## src/rtl/seg7_mux.sv

```systemverilog
`default_nettype none
// ============================================================================
// Module      : seg7_mux
// Description : Time-multiplexed driver for a common-anode-style array of
//               DIGITS seven-segment digits. Each digit is lit for DWELL
//               cycles, separated by BLANK_CYC all-off cycles. New values are
//               double-buffered and only committed at the start of a frame.
//               Optional leading-zero blanking is built when the macro
//               SEG7_MUX_LZB_EN is defined.
// Revision    : 1.0 - initial release
// ============================================================================
module seg7_mux #(
    parameter int unsigned DIGITS    = 4,
    parameter int unsigned DWELL     = 1000,
    parameter int unsigned BLANK_CYC = 10
) (
    input  logic                  i_clk,
    input  logic                  i_rst_n,
    input  logic [4*DIGITS-1:0]   iv_value,
    input  logic [DIGITS-1:0]     iv_dp,
    input  logic                  i_load,
    output logic [DIGITS-1:0]     ov_an,
    output logic [6:0]            ov_seg,
    output logic                  o_dp,
    output logic                  o_frame
);

    // Digit index and phase counter widths; both are kept at least 1 bit wide
    localparam int unsigned c_idx_w   = (DIGITS > 1) ? $clog2(DIGITS) : 1;
    localparam int unsigned c_max_cyc = (DWELL > BLANK_CYC) ? DWELL : BLANK_CYC;
    localparam int unsigned c_cnt_w   = (c_max_cyc > 1) ? $clog2(c_max_cyc) : 1;

    localparam logic [c_cnt_w-1:0] c_dwell_last = c_cnt_w'(DWELL - 1);
    localparam logic [c_cnt_w-1:0] c_blank_last = c_cnt_w'((BLANK_CYC > 0) ? (BLANK_CYC - 1) : 0);
    localparam logic [c_idx_w-1:0] c_idx_last   = c_idx_w'(DIGITS - 1);

    localparam logic [0:0] c_blank = 1'b0;
    localparam logic [0:0] c_show  = 1'b1;

    // Seven-segment decode, active-high {g,f,e,d,c,b,a}
    function automatic logic [6:0] f_seg7(input logic [3:0] nib);
        logic [6:0] seg;
        case (nib)
            4'h0:    seg = 7'b0111111;
            4'h1:    seg = 7'b0000110;
            4'h2:    seg = 7'b1011011;
            4'h3:    seg = 7'b1001111;
            4'h4:    seg = 7'b1100110;
            4'h5:    seg = 7'b1101101;
            4'h6:    seg = 7'b1111101;
            4'h7:    seg = 7'b0000111;
            4'h8:    seg = 7'b1111111;
            4'h9:    seg = 7'b1101111;
            4'hA:    seg = 7'b1110111;
            4'hB:    seg = 7'b1111100;
            4'hC:    seg = 7'b0111001;
            4'hD:    seg = 7'b1011110;
            4'hE:    seg = 7'b1111001;
            default: seg = 7'b1110001;
        endcase
        return seg;
    endfunction

    logic [0:0]          r_state;
    logic [0:0]          w_state_nxt;
    logic [c_cnt_w-1:0]  r_cnt;
    logic [c_cnt_w-1:0]  w_cnt_nxt;
    logic [c_idx_w-1:0]  r_idx;
    logic [c_idx_w-1:0]  w_idx_nxt;
    logic                w_enter_show;
    logic                w_frame_start;

    logic [4*DIGITS-1:0] r_disp_val;
    logic [DIGITS-1:0]   r_disp_dp;
    logic [4*DIGITS-1:0] r_pend_val;
    logic [DIGITS-1:0]   r_pend_dp;
    logic                r_pend_flag;
    logic [4*DIGITS-1:0] w_disp_val_nxt;
    logic [DIGITS-1:0]   w_disp_dp_nxt;
    logic [4*DIGITS-1:0] w_pend_val_nxt;
    logic [DIGITS-1:0]   w_pend_dp_nxt;
    logic                w_pend_flag_nxt;

    logic [DIGITS-1:0]   w_lz;
    logic [DIGITS-1:0]   w_an_nxt;
    logic [6:0]          w_seg_nxt;
    logic                w_dp_nxt;

    // State register: phase FSM, dwell counter, digit index and data buffers
    always_ff @(posedge i_clk) begin
        if (!i_rst_n) begin
            r_state     <= c_blank;
            r_cnt       <= '0;
            r_idx       <= '0;
            r_disp_val  <= '0;
            r_disp_dp   <= '0;
            r_pend_val  <= '0;
            r_pend_dp   <= '0;
            r_pend_flag <= 1'b0;
        end else begin
            r_state     <= w_state_nxt;
            r_cnt       <= w_cnt_nxt;
            r_idx       <= w_idx_nxt;
            r_disp_val  <= w_disp_val_nxt;
            r_disp_dp   <= w_disp_dp_nxt;
            r_pend_val  <= w_pend_val_nxt;
            r_pend_dp   <= w_pend_dp_nxt;
            r_pend_flag <= w_pend_flag_nxt;
        end
    end

    // Next-state logic: BLANK for BLANK_CYC cycles, SHOW for DWELL cycles
    always_comb begin
        w_state_nxt  = r_state;
        w_cnt_nxt    = r_cnt + 1'b1;
        w_idx_nxt    = r_idx;
        w_enter_show = 1'b0;
        case (r_state)
            c_blank: begin
                // With no blanking configured, BLANK only exists right after reset
                if ((BLANK_CYC == 0) || (r_cnt == c_blank_last)) begin
                    w_state_nxt  = c_show;
                    w_cnt_nxt    = '0;
                    w_enter_show = 1'b1;
                end
            end
            c_show: begin
                if (r_cnt == c_dwell_last) begin
                    w_cnt_nxt = '0;
                    w_idx_nxt = (r_idx == c_idx_last) ? '0 : (r_idx + 1'b1);
                    if (BLANK_CYC == 0) begin
                        w_state_nxt  = c_show;
                        w_enter_show = 1'b1;
                    end else begin
                        w_state_nxt  = c_blank;
                    end
                end
            end
            default: begin
                w_state_nxt = c_blank;
                w_cnt_nxt   = '0;
            end
        endcase
    end

    assign w_frame_start = w_enter_show && (w_idx_nxt == '0);

    // Double buffer: loads land in pending, commit only at frame start
    always_comb begin
        w_disp_val_nxt  = r_disp_val;
        w_disp_dp_nxt   = r_disp_dp;
        w_pend_val_nxt  = r_pend_val;
        w_pend_dp_nxt   = r_pend_dp;
        w_pend_flag_nxt = r_pend_flag;
        if (w_frame_start) begin
            if (r_pend_flag) begin
                w_disp_val_nxt = r_pend_val;
                w_disp_dp_nxt  = r_pend_dp;
            end
            w_pend_flag_nxt = 1'b0;
        end
        // A load on the commit edge is applied after the commit, so it survives
        if (i_load) begin
            w_pend_val_nxt  = iv_value;
            w_pend_dp_nxt   = iv_dp;
            w_pend_flag_nxt = 1'b1;
        end
    end

`ifdef SEG7_MUX_LZB_EN
    logic w_lz_run;

    // Leading-zero mask: digit k>0 blanks when it and every higher nibble are zero
    always_comb begin
        w_lz     = '0;
        w_lz_run = 1'b1;
        for (int k = DIGITS - 1; k >= 1; k--) begin
            w_lz_run = w_lz_run & (w_disp_val_nxt[4*k +: 4] == 4'h0);
            w_lz[k]  = w_lz_run;
        end
    end
`else
    assign w_lz = '0;
`endif

    // Output logic: drive values for the phase being entered so they register together
    always_comb begin
        w_an_nxt  = '0;
        w_seg_nxt = '0;
        w_dp_nxt  = 1'b0;
        if (w_state_nxt == c_show) begin
            for (int k = 0; k < DIGITS; k++) begin
                if (w_idx_nxt == c_idx_w'(k)) begin
                    w_an_nxt[k] = 1'b1;
                    w_seg_nxt   = f_seg7(w_disp_val_nxt[4*k +: 4]) & {7{~w_lz[k]}};
                    w_dp_nxt    = w_disp_dp_nxt[k];
                end
            end
        end
    end

    // Output register: anode, segments and dp all change on the same edge
    always_ff @(posedge i_clk) begin
        if (!i_rst_n) begin
            ov_an   <= '0;
            ov_seg  <= '0;
            o_dp    <= 1'b0;
            o_frame <= 1'b0;
        end else begin
            ov_an   <= w_an_nxt;
            ov_seg  <= w_seg_nxt;
            o_dp    <= w_dp_nxt;
            o_frame <= w_frame_start;
        end
    end

endmodule
`default_nettype wire

```

## config.mk

```make
export PLATFORM = sky130hd
export DESIGN_NAME = seg7_mux
export DESIGN_NICKNAME = d
export VERILOG_FILES = /design/src/rtl/seg7_mux.sv
export SDC_FILE = /design/constraint.sdc
export NUM_CORES = 1
export LEC_CHECK = 0
export ABC_AREA = 0
export ABC_CLOCK_PERIOD_IN_PS = 6000
export BUFFER_PORTS_ARGS = -buffer_cell sky130_fd_sc_hd__buf_2
export CAP_MARGIN = 20
export CORE_MARGIN = 5
export CORE_UTILIZATION = 65
export CTS_CLUSTER_SIZE = 24
export DETAILED_ROUTE_END_ITERATION = 16
export PLACE_DENSITY = 0.89
export SETUP_SLACK_MARGIN = 0.4
export SYNTH_ARGS = -nofsm -noshare
export SYNTH_HDL_FRONTEND = slang
export SYNTH_SLANG_ARGS = --single-unit
```

## constraint.sdc

```tcl
create_clock -name i_clk -period 6 [get_ports i_clk]
set_clock_uncertainty 0.1 [all_clocks]
set_input_delay 0.6 -clock i_clk [delete_from_list [all_inputs] [get_ports i_clk]]
set_output_delay 0.6 -clock i_clk [all_outputs]
set_load 0.01 [all_outputs]
```

==> results of run 1 <==
==> cell usage after synthesis, types with 3 or more instances <==
cell type	n
a211oi_1	5
a21oi_1	20
a221oi_1	3
a31oi_1	6
and2_1	3
and3_1	6
buf_2	3
clkbuf_1	16
dfxtp_1	67
ha_1	30
inv_1	19
mux2_2	9
mux2i_1	39
nand2_1	35
nand2b_1	11
nand3_1	26
nand3b_1	7
nor2_1	67
nor2b_1	7
nor3_1	14
nor3b_1	4
o211ai_1	3
o21ai_0	11
o21ai_1	10
o31ai_1	3
xor2_1	7
==> state kept, by name, indices dropped and copies added (netlist names), 2 cells and up <==
register    count
r_disp_val     16
r_pend_val     16
r_cnt          10
ov_seg          7
ov_an           4
r_disp_dp       4
r_pend_dp       4
r_idx           2
==> area by class of cell <==
type	count	area [um^2]
timing repair buffer	37	190.2
tap	77	96.34
clock inverter	3	67.56
multi-input combinational	372	2569
clock buffer	13	178.9
fill	510	1723
inverter	20	75.07
sequential	67	1341
==> how the worst max path moves through the flow <==
stage | start | to | slack (ns) | cells after the start
2_1_floorplan | r_cnt[0]$_SDFF_PN0_ | ov_seg[5]$_SDFF_PN0_ | 2.67 | 13
3_3_place_gp | r_cnt[0]$_SDFF_PN0_ | ov_seg[5]$_SDFF_PN0_ | 2.63 | 10
3_5_place_dp | r_cnt[0]$_SDFF_PN0_ | ov_seg[5]$_SDFF_PN0_ | 2.36 | 10
4_1_cts | r_cnt[0]$_SDFF_PN0_ | ov_seg[5]$_SDFF_PN0_ | 2.35 | 10
5_1_grt | r_cnt[1]$_SDFF_PN0_ | ov_seg[3]$_SDFF_PN0_ | 2.07 | 12
6_report | r_cnt[0]$_SDFF_PN0_ | ov_seg[5]$_SDFF_PN0_ | 2.34 | 10
==> per-stage QoR <==
stage	instances	utilization [%]	setup WS, ns
finish	589	72.39	2.336
global route	589	72.39	2.071
CTS	589	72.39	2.346
detailed placement	573	68.44	2.359
global placement	573	68.44	2.632
floorplan	482	-	2.674
==> report_power, final <==
| part | internal, mW | leakage (nW) | switching, mW |
|---|---|---|---|
| registers | 0.455 | 0.545 | 0.0132 |
| clock network | 0.280 | 0.122 | 0.172 |
| logic | 0.0214 | 1.38 | 0.0220 |
==> routing by layer <==
| metal | up-vias | part of all wire [%] | wire length (um) |
|---|---|---|---|
| met4 | 0 | 2.4 | 240 |
| met5 | - | 0 | 0 |
| met2 | 143 | 47 | 4611 |
| met3 | 24 | 6.6 | 646 |
| met1 | 1681 | 44 | 4361 |
| li1 | 1767 | - | - |
==> cells by family (layout without fill, tap and decap cells) <==
kind of cell	after synthesis	in the layout
flip-flops	67	67
AND/OR/NAND/NOR	195	195
adder cells (fa/ha/maj)	30	30
AO/OA/AOI/OAI	89	89
multiplexers	49	49
XOR/XNOR	9	9
buffers and inverters	43	73
==> critical path: cells and delay by family (launching register included) <==
kind                       cells  cell delay [ns]
adders and majority gates      2             0.42
muxes                          1             0.67
DFF                            1             0.38
AOI/OAI and AO/OA              2             0.44
and+or+nand+nor                4             1.40
buffers and inverters          1             0.17
==> key figures, run 1 <==
Status
  • Outcome: completed

CTS
  • Clk slew on worst S/H paths: 0.07 ns
  • H-tree depth: 3
  • Hold Buf Count CTS: 0
  • Post-CTS setup buffer count: 0
  • Cts repair resizes: 0
  • TritonCTS sink count: 67
  • CTS tree: built
  • Clock Tree Buf Depth: 2
  • Clock insertion delay at the later pin of the skew report: 0.34 ns
  • CTS Root Cell: clkbuf_8
  • Num CTS Buffers: 9

Placed design
  • DP HPWL: 6.907 mm
  • GP Congestion: 1.014
  • Port Buf Inserts: 35
  • Post-Place Cell Area: 0.004272 mm^2

Cells and area
  • Area Overhead vs Synth: 10.46%
  • Layout cells sized above 1: 14.26%
  • Final net count: 560
  • N_diodes: 0
  • Leading cell types in the layout, fill and taps excluded: 67 x nor2_1, 67 x dfxtp_1, 39 x mux2i_1
  • Final instance area: 0.004518 mm^2

Floorplan
  • Die Height: 89.33 um
  • Initial core utilization: 65.54%
  • DIE WIDTH: 89.33 um
  • I/O pin cnt: 36
  • CORE AREA: 0.006241 mm^2
  • Floorplan row count: 29
  • Die Area: 0.007979 mm^2

STA
  • Final Hold Vio Count: 0
  • Rel. slew slack: 32.92%
  • Final Setup Violations: 0
  • Fin crit share: 61.07%
  • Tmin final: 3.664 ns
  • Slew @ Worst Pin: 1.002 ns
  • Pins Over Slew Limit: 0
  • Final TNS setup: 0 ns
  • Hold slack: 0.3584 ns
  • Fmax: 0.2729 GHz
  • Unrepaired setup endpoints after global routing: false

Synth
  • Multiplexer share of the synthesized area: 12.57%
  • Synth Area in Simple Gates: 24.44%
  • Yosys warns: 0
  • Share of async-settable or async-resettable flops after synthesis: 0%
  • Distinct cells, synth: 65
  • Mean post-synth cell area: 8.486 um^2
  • Synthesized instance count: 482
  • Adder-cell area share of the yosys netlist: 9.177%
  • Synth Area in Compound Gates: 14.68%
  • Number of flops mapped to enable cells by yosys: 0
  • Synth Area in XOR/XNOR: 1.927%
  • Post-Syn Area: 0.004090 mm^2
  • #FFs+latches synth: 67
  • Synth top area share: 32.79%
  • Seq/Total Area, Yosys: 32.79%
  • Yosys top cell by area: dfxtp_1
  • Ys flop type: dfxtp_1
  • Syn nets: 535
  • Largest cells by area after synthesis: dfxtp_1 33%, mux2i_1 9.5%, ha_1 9.2%, nor2_1 6.1%, nand2_1 3.2%
  • Largest family of logic cells by synthesized area: simple AND/OR/NAND/NOR gates

Min path
  • Min-delay src: r_disp_dp[1]$_SDFF_PN0_
  • Hold-critical path depth: 2
  • Hold endpoint: r_disp_dp[1]$_SDFF_PN0_
  • Worst min-delay path category: flip-flop to flip-flop

Global route
  • Met2 Usage GRT: 43.07%
  • GRT overflow: 0
  • Global Route met1 Usage: 33.78%
  • Met3 usage: 5.253%
  • Antenna violations before repair: 0
  • Pin count of the biggest net entering global routing: 37
  • First-pass GRT wire length: 16.33 mm
  • GRT busiest layer: met2
  • Total GRT Usage: 26.29%
  • Number of global-route vias before repair: 3441

Routing
  • DR DRC count: 0
  • DRT iter0 DRCs: 314
  • Drt first pass iters: 5
  • Final wirelength: 9.860 mm
  • Vias per cell: 6.138
  • ANT nets after route: 0
  • WL/cell: 16.74 um
  • Via Count: 3615

Worst setup path
  • Worst path cell trace: ha_1 > nor2b_1 > nand4_4 > mux2i_1 > inv_1 > ha_1 > or2_2 > a221oi_1 > a211oi_1 > nor3_1
  • Top cell by count, worst path: ha_1
  • Setup crit start kind: flip-flop
  • CP Class: flip-flop to flip-flop
  • Worst reg2reg path depth: 10
  • Critical Path RT: 6.17 ns
  • Worst Path Max Fanout: 36
  • CP Data Arrival Time: 3.84 ns
  • Crit. End Element: flip-flop
  • Slowest cell on crit path: mux2i_1
  • Slowest Stage Delay on Critical Path: 0.67 ns
  • R2r endpoint: ov_seg[5]$_SDFF_PN0_
  • Worst reg2reg path startpoint: r_cnt[0]$_SDFF_PN0_
  • R2R Setup Slk: 2.34 ns

Pwr
  • Worst VDD drop: 0.1894 mV
  • Leak Pwr: 2.044 nW
  • PD cells: 213.2 mW/mm^2
  • Final Total Pwr: 963.1 uW

Job
  • Max Cap Viol: 0
No activity file was read; power rests on OpenSTA's default activity.
==> inputs of run 2 (changes only) <==
==> config.mk (replaced) <==
export PLATFORM = sky130hd
export DESIGN_NAME = seg7_mux
export DESIGN_NICKNAME = d
export VERILOG_FILES = /design/src/rtl/seg7_mux.sv
export SDC_FILE = /design/constraint.sdc
export NUM_CORES = 1
export LEC_CHECK = 0
export ABC_AREA = 1
export ABC_CLOCK_PERIOD_IN_PS = 3400
export BUFFER_PORTS_ARGS = -buffer_cell sky130_fd_sc_hd__buf_2
export CAP_MARGIN = 20
export CORE_MARGIN = 5
export CORE_UTILIZATION = 60
export CTS_CLUSTER_SIZE = 24
export DETAILED_ROUTE_END_ITERATION = 16
export PLACE_DENSITY = 0.83
export SETUP_SLACK_MARGIN = 0.4
export SYNTH_ARGS = -nofsm -noshare
export SYNTH_HDL_FRONTEND = slang
export SYNTH_SLANG_ARGS = --single-unit
==> constraint.sdc (replaced) <==
create_clock -name i_clk -period 3.4 [get_ports i_clk]
set_clock_uncertainty 0.1 [all_clocks]
set_input_delay 0.34 -clock i_clk [delete_from_list [all_inputs] [get_ports i_clk]]
set_output_delay 0.34 -clock i_clk [all_outputs]
set_load 0.01 [all_outputs]
==> run 2 against run 1 <==
Compared with the run above:
- final cell count increased by 22%
- die area increased by 4.9%
- utilization decreased by 1.7 points
- global-route usage decreased by 2.0 points
- first-iteration DRC count decreased by 11%
- maximum frequency increased by 33%
- synthesized cell count increased by 22%
- critical endpoint is now ov_seg[4]$_SDFF_PN0_
==> key figures, run 2 <==
Synth
  • Yosys top cell by area: dfxtp_1
  • Post-synth top cells: 134 x nand2_1, 111 x nor2_1, 67 x dfxtp_1
  • Post-Syn Area: 0.003985 mm^2 (-2.6%)
  • Ys flop type: dfxtp_1
  • Seq/Total Area, Yosys: 33.66% (+0.86 points)
  • Number of flops mapped to enable cells by yosys: 0 (unchanged)
  • Share of async-settable or async-resettable flops after synthesis: 0% (unchanged)
  • Mean post-synth cell area: 6.777 um^2 (-20%)
  • Largest cells by area after synthesis: dfxtp_1 34%, nand2_1 13%, nor2_1 10%, ha_1 9.4%, nand3_1 6.4%
  • Synth top area share: 33.66% (+0.86 points)
  • Synthesized instance count: 588 (+22%)
  • Syn nets: 641 (+20%)
  • #FFs+latches synth: 67 (unchanged)
  • Yosys warns: 0 (unchanged)
  • Most numerous cell in the Yosys netlist: nand2_1
  • Distinct cells, synth: 40 (-38%)

STA
  • Slew @ Worst Pin: 0.8824 ns (-0.1194 ns)
  • Tmin final: 2.753 ns (-0.9106 ns)
  • Pins Over Slew Limit: 0 (unchanged)
  • Fin crit share: 80.98% (+20 points)
  • Final Setup Violations: 0 (unchanged)
  • Unrepaired setup endpoints after global routing: false
  • Final Hold Vio Count: 0 (unchanged)
  • Rel. slew slack: 40.78% (+7.9 points)
  • Fmax: 0.3632 GHz (+33%)
  • Final TNS setup: 0 ns (unchanged)
  • Final setup margin: 0.6467 ns (-1.689 ns)

Routing
  • Met1 WL: 4.060 mm (-6.9%)
  • Drt first pass iters: 5 (unchanged)
  • Vias per cell: 5.452 (-11%)
  • Met2 wire len: 4.797 mm (+4.0%)
  • ANT nets after route: 0 (unchanged)
  • Max Used Layer: met4
  • DR DRC count: 0 (unchanged)
  • Via Count: 3909 (+8.1%)
  • DRT iter0 DRCs: 278 (-11%)
  • WL/cell: 13.71 um (-18%)
  • Final wirelength: 9.828 mm (-0.32%)
  • Met3 WL post-DR: 588 um (-9.0%)

Worst setup path
  • CP Class: flip-flop to flip-flop
  • Worst reg2reg path depth: 16 (+6)
  • Crit. End Element: flip-flop
  • Worst path cell trace: ha_1 > nand2_2 > nor2_4 > nand4_1 > nand2_4 > nand3_2 > buf_4 > buf_4 > o21ai_4 > inv_4 > nor2_1 > nand2_1 > nand2_1 > nand2_1 > nor2_1 > nor2_1
  • Worst Path Max Fanout: 8 (-78%)
  • Worst reg2reg path startpoint: r_cnt[1]$_SDFF_PN0_
  • R2R Setup Slk: 0.65 ns (-1.69 ns)
  • R2r endpoint: ov_seg[4]$_SDFF_PN0_
  • Slowest Stage Delay on Critical Path: 0.38 ns (-0.29 ns)
  • Slowest cell on crit path: dfxtp_1
  • Setup crit start kind: flip-flop
  • Critical Path RT: 3.51 ns (-2.66 ns)
  • CP Data Arrival Time: 2.87 ns (-0.97 ns)

Cells and area
  • Most common library cell in the layout ignoring fill and taps: nand2_1
  • Leading cell types in the layout, fill and taps excluded: 131 x nand2_1, 109 x nor2_1, 66 x dfxtp_1
  • N_diodes: 0 (unchanged)
  • Final net count: 688 (+23%)
  • Area Overhead vs Synth: 13.88%
  • Non-Filler Instances: 717 (+22%)
  • Layout cells sized above 1: 17.97% (+3.7 points)
  • Final instance area: 0.004538 mm^2 (+0.44%)
  • Leading registers by flop count: r_disp_val x16, r_pend_val x16, r_cnt x10

Placed design
  • GP Congestion: 0.9750 (-3.8%)
  • Port Buf Inserts: 35 (unchanged)
  • Cell count after placement: 689 (+20%)
  • Post-Place Cell Area: 0.004205 mm^2 (-1.6%)
  • DP HPWL: 7.120 mm (+3.1%)
  • DP Worst Slack: 0.2642 ns (-2.095 ns)

Pwr
  • Clock power frac: 41.9% (-5.0 points)
  • Power share of the sequential group: 52.8% (+4.2 points)
  • Worst VDD drop: 0.2502 mV (+32%)
  • Internal: 1.176 mW (+56%)
  • Leak Pwr: 2.180 nW (+6.7%)
  • Sw Ratio: 24.40% (+2.9 points)
  • Comb pwr share: 5.3% (+0.8 points)
  • PD cells: 342.8 mW/mm^2 (+61%)
  • Sw Pwr: 379.5 uW (+83%)

Floorplan
  • Die Height: 91.50 um (+2.4%)
  • Floorplan row count: 29 (unchanged)
  • CORE AREA: 0.006422 mm^2 (+2.9%)
  • Initial core utilization: 62.05% (-3.5 points)
  • DIE WIDTH: 91.50 um (+2.4%)
  • I/O pin cnt: 36 (unchanged)
  • Die Area: 0.008371 mm^2 (+4.9%)

CTS
  • Num CTS Buffers: 9 (unchanged)
  • H-tree depth: 3 (unchanged)
  • Hold Buf Count CTS: 0 (unchanged)
  • Clk slew on worst S/H paths: 0.08 ns (about the same)
  • Clock insertion delay at the later pin of the skew report: 0.36 ns (+0.02 ns)
  • CTS Root Cell: clkbuf_8
  • TritonCTS sink count: 67 (unchanged)
  • Clock Tree Buf Depth: 2 (unchanged)
  • CTS tree: built

Global route
  • First-pass GRT wire length: 16.62 mm (+1.8%)
  • GRT overflow: 0 (unchanged)
  • Antenna violations before repair: 0 (unchanged)
  • Number of global-route vias before repair: 3729 (+8.4%)
  • Total GRT Usage: 24.25% (-2.0 points)
  • Pin count of the biggest net entering global routing: 25 (-32%)

Status
  • Outcome: completed

Min path
  • Worst min-delay path category: primary input to flip-flop
  • Hold endpoint: r_pend_val[13]$_SDFFE_PN0P_
  • Min-delay src: iv_value[13]
  • Hold-critical path depth: 3 (+1)

Job
  • Max Cap Viol: 0 (unchanged)
[run 2: timing repair]
action                                  CTS  global route
gates cloned                              0             1
buffers inserted                          4             7
pin swaps                                 2             3
endpoints found under the setup margin    6             7
gates resized for setup                   3            14
hold endpoints to repair                  0             0
[run 2: area by class of cell]
type	count	area, um^2
flip-flops and latches	67	1343
repair buffers	52	302.8
well taps	77	96.34
clock buffers	10	127.6
inverters	59	231.5
fillers	547	1884
multi-input cells	446	2372
clock inverters	6	65.06
[run 2: power by group through the flow]
stage	registers, mW	logic [mW]	clock network (mW)
floorplan	0.831	0.0551	0
global placement	0.837	0.0786	0
detailed placement	0.838	0.0808	0
CTS	0.820	0.0818	0.667
global route	0.823	0.0948	0.707
finish	0.821	0.0830	0.652
[run 2: worst max path at each step]
stage                     slack [ns]                start  depth (start not counted)                    to
after floorplan                 0.77  r_cnt[0]$_SDFF_PN0_                         18  ov_seg[1]$_SDFF_PN0_
after global placement          0.40  r_cnt[0]$_SDFF_PN0_                         17  ov_seg[4]$_SDFF_PN0_
after detailed placement        0.26  r_cnt[0]$_SDFF_PN0_                         17  ov_seg[1]$_SDFF_PN0_
after CTS                       0.50  r_cnt[0]$_SDFF_PN0_                         18  ov_seg[1]$_SDFF_PN0_
after global routing            0.38  r_cnt[1]$_SDFF_PN0_                         18  ov_seg[0]$_SDFF_PN0_
final                           0.65  r_cnt[1]$_SDFF_PN0_                         16  ov_seg[4]$_SDFF_PN0_
[run 2: through the flow]
| stage | total power [mW] | util (%) | hold WS (ns) |
|---|---|---|---|
| 3_3_place_gp | 0.9157 | 65.48 | 0.3502 |
| 5_1_grt | 1.625 | 70.66 | 0.1094 |
| 6_report | 1.556 | 70.66 | 0.09902 |
| 3_5_place_dp | 0.9187 | 65.48 | 0.3555 |
| 2_1_floorplan | 0.8865 | - | 0.3338 |
| 4_1_cts | 1.569 | 69.22 | 0.08662 |
[run 2: worst max-delay path, delay by kind of cell (launching register included)]
family / cells / cell delay (ns)
adder cells (fa/ha/maj): 1 / 0.20
flip-flops: 1 / 0.38
AND/OR/NAND/NOR: 11 / 1.19
AO/OA/AOI/OAI: 1 / 0.28
buffers and inverters: 3 / 0.46
[run 2: routing by layer]
metal  global-route usage, %  up-vias
met2                   41.45      137
met4                   12.94        0
met5                       0        -
li1                        -     1985
met3                   5.785       32
met1                   27.89     1755
[run 2: kinds of logic (layout without fill, tap and decap cells)]
family	Yosys count	after routing	synth area share, %
fa+ha+maj	30	30	9.419
mux	1	1	0.2512
xor+xnor	4	4	0.8793
flops	67	67	33.66
compound gates	71	71	10.55
buf+inv	76	127	8.163
simple gates	339	340	37.08
==> inputs of run 3 (changes only) <==
--- a/config.mk
+++ b/config.mk
@@ -6,14 +6,14 @@
 export NUM_CORES = 1
 export LEC_CHECK = 0
 export ABC_AREA = 1
-export ABC_CLOCK_PERIOD_IN_PS = 3400
+export ABC_CLOCK_PERIOD_IN_PS = 2300
 export BUFFER_PORTS_ARGS = -buffer_cell sky130_fd_sc_hd__buf_2
 export CAP_MARGIN = 20
 export CORE_MARGIN = 5
-export CORE_UTILIZATION = 60
+export CORE_UTILIZATION = 54
 export CTS_CLUSTER_SIZE = 24
 export DETAILED_ROUTE_END_ITERATION = 16
-export PLACE_DENSITY = 0.83
+export PLACE_DENSITY = 0.79
 export SETUP_SLACK_MARGIN = 0.4
 export SYNTH_ARGS = -nofsm -noshare
 export SYNTH_HDL_FRONTEND = slang
==> constraint.sdc (replaced) <==
create_clock -name i_clk -period 2.3 [get_ports i_clk]
set_clock_uncertainty 0.1 [all_clocks]
set_input_delay 0.23 -clock i_clk [delete_from_list [all_inputs] [get_ports i_clk]]
set_output_delay 0.23 -clock i_clk [all_outputs]
set_load 0.01 [all_outputs]
==> run 3 against run 2 <==
Compared with the run above:
- critical path depth rose by 2
- the flow now finishes with violations (negative hold slack, negative setup slack)
- first-iteration DRC count rose by 71%
- highest routed layer unchanged
- non-clock buffer count rose by 85
- critical endpoint is now ov_seg[0]$_SDFF_PN0_
- die area rose by 9.9%
- largest cell class unchanged
- final cell count rose by 15%
- maximum frequency rose by 1.7%
- critical path type unchanged
- total power rose by 59%
- routed wire length rose by 46%
==> key figures, run 3 (synthesis gave the netlist of run 2 again) <==
CTS
  • H-tree depth: 3 (unchanged)
  • Clock insertion delay at the later pin of the skew report: 0.37 ns (about the same)
  • CTS tree: built
  • Clock Tree Buf Depth: 2 (unchanged)
  • Clk slew on worst S/H paths: 0.08 ns (about the same)
  • TritonCTS sink count: 67 (unchanged)
  • CTS Root Cell: clkbuf_8
  • Num CTS Buffers: 9 (unchanged)

Cells and area
  • Leading registers by flop count: r_disp_val x16, r_pend_val x16, r_cnt x10
  • Area Overhead vs Synth: 44.30%
  • Layout cells sized above 1: 34.39% (+16 points)
  • Non-Filler Instances: 823 (+15%)
  • N_diodes: 0 (unchanged)
  • Final net count: 772 (+12%)
  • Leading cell types in the layout, fill and taps excluded: 110 x nand2_1, 101 x nor2_1, 69 x buf_4
  • Most common library cell in the layout ignoring fill and taps: nand2_1

Pwr
  • Leak Pwr: 2.666 nW (+22%)
  • Internal: 1.813 mW (+54%)
  • Final Total Pwr: 2.477 mW (+59%)
  • PD cells: 430.8 mW/mm^2 (+26%)
  • Comb pwr share: 7.7% (+2.4 points)
  • Sw Ratio: 26.82% (+2.4 points)
  • Power share of the sequential group: 49.2% (-3.6 points)
  • Worst VDD drop: 0.4525 mV (+81%)
  • Clock power frac: 43.1% (+1.2 points)
  • Sw Pwr: 664.3 uW (+75%)

Floorplan
  • Floorplan row count: 31 (+6.9%)
  • I/O pin cnt: 36 (unchanged)
  • Die Height: 95.91 um (+4.8%)
  • CORE AREA: 0.007214 mm^2 (+12%)
  • Die Area: 0.009198 mm^2 (+9.9%)
  • DIE WIDTH: 95.91 um (+4.8%)
  • Initial core utilization: 55.24% (-6.8 points)

Global route
  • Antenna violations before repair: 0 (unchanged)
  • GRT overflow: 0 (unchanged)
  • Total GRT Usage: 29.42% (+5.2 points)
  • Number of global-route vias before repair: 4575 (+23%)
  • Pin count of the biggest net entering global routing: 25 (unchanged)
  • First-pass GRT wire length: 20.75 mm (+25%)

Placed design
  • Port Buf Inserts: 35 (unchanged)
  • DP HPWL: 7.945 mm (+12%)
  • Cell count after placement: 770 (+12%)
  • GP Congestion: 0.9379 (-3.8%)

Worst setup path
  • Critical Path RT: 2.48 ns (-1.03 ns)
  • Crit. End Element: flip-flop
  • CP Data Arrival Time: 2.89 ns (+0.02 ns)
  • Setup crit start kind: flip-flop
  • Worst Path Max Fanout: 8 (unchanged)
  • CP Class: flip-flop to flip-flop

Routing
  • DR DRC count: 0 (unchanged)
  • Drt first pass iters: 6 (+1)
  • ANT nets after route: 0 (unchanged)
  • DRT iter0 DRCs: 475 (+71%)
  • WL/cell: 17.43 um (+27%)
  • Final wirelength: 14.35 mm (+46%)
  • Vias per cell: 5.740 (+5.3%)
  • Via Count: 4724 (+21%)

Status
  • Outcome: finished, violations left
  • Failing checks: negative hold slack, negative setup slack

Job
  • Max Cap Viol: 0 (unchanged)

STA
  • Fin crit share: 117.7% (+37 points)
  • Slew @ Worst Pin: 0.6240 ns (-0.2584 ns)
  • Tmin final: 2.708 ns (-0.04530 ns)
  • Final Hold Vio Count: 1 (+1)
  • Fmax: 0.3693 GHz (+1.7%)
  • Rel. slew slack: 58.35% (+18 points)
  • Unrepaired setup endpoints after global routing: true
  • Hold slack: -0.003595 ns (-0.1026 ns)
  • Pins Over Slew Limit: 0 (unchanged)
  • Final Setup Violations: 8 (+8)
  • Final setup margin: -0.4080 ns (-1.055 ns)
  • Final TNS setup: -2.517 ns (-2.517 ns)

Min path
  • Worst min-delay path category: primary input to flip-flop
==> run 3: cell count changes in the layout (fill, tap and decap cells not counted), sizes merged <==
cell and change:
inv +2, nand3 -1, buf +70, dlygate4sd3 +15, clkinv -3, clkinvlp +1
==> run 3: worst paths after layout <==
check                                                   end  cells past startpoint                    start  slack (ns)
worst min register to register      r_disp_dp[3]$_SDFF_PN0_                      2  r_disp_dp[3]$_SDFF_PN0_        0.38
worst max register to register         ov_seg[0]$_SDFF_PN0_                     18      r_cnt[1]$_SDFF_PN0_       -0.41
worst min-delay path            r_pend_val[14]$_SDFFE_PN0P_                      3             iv_value[14]      -0.004
worst max-delay path                   ov_seg[0]$_SDFF_PN0_                     18      r_cnt[1]$_SDFF_PN0_       -0.41
==> run 3: repair_timing <==
item | in CTS | in global routing
endpoints found under the hold margin | 14 | 1
hold buffers | 14 | 1
gates resized for setup | 70 | 43
endpoints found under the setup margin | 27 | 44
cloned | 1 | 0
buffers inserted | 13 | 8
pin swaps | 19 | 14
==> run 3: layer usage <==
layer	part of all wire [%]	routed length (um)	vias up	track usage, %
li1	-	-	2154	-
met1	37	5253	2173	31.50
met2	49	7050	282	51.36
met3	6.6	954	115	6.411
met4	7.6	1089	0	20.14
met5	0	0	-	0
==> run 3: area by class of cell <==
class | instances | area (um^2)
multi-input combinational | 445 | 2709
fill | 459 | 1464
sequential | 67 | 1351
timing repair buffer | 137 | 1076
inverter | 59 | 281.5
clock buffer | 10 | 137.6
tap | 99 | 123.9
clock inverter | 6 | 71.32
==> run 3: metrics by stage <==
| stage | area [um^2] | setup slack [ns] | util, % |
|---|---|---|---|
| 6_report | 5751 | -0.4080 | 79.71 |
| 5_1_grt | 5751 | -0.5243 | 79.71 |
| 4_1_cts | 5528 | -0.1733 | 76.62 |
| 3_5_place_dp | 4846 | -0.1803 | 67.17 |
| 3_3_place_gp | 4846 | -0.1206 | 67.17 |
| 2_1_floorplan | 4124 | -0.06712 | - |
==> run 3: critical path, stage by stage, from the launching register on <==
cell,delay [ns]
dfxtp_4,0.39
ha_4,0.16
nand2_4,0.06
nor2_4,0.14
nand4_1,0.17
nand2_4,0.13
buf_12,0.14
buf_12,0.14
nand4_1,0.11
nand2_2,0.15
inv_4,0.07
ha_2,0.18
inv_1,0.10
nor2_2,0.06
o21ai_1,0.13
nand2_1,0.08
nor2_1,0.09
nor2_1,0.07
nor2_1,0.16
==> run 3: power groups by stage <==
stage | combinational (mW) | sequential [mW] | clock (mW)
global placement | 0.133 | 1.24 | 0
CTS | 0.166 | 1.21 | 1.05
floorplan | 0.0848 | 1.23 | 0
detailed placement | 0.137 | 1.24 | 0
finish | 0.190 | 1.22 | 1.07
global route | 0.206 | 1.22 | 1.12
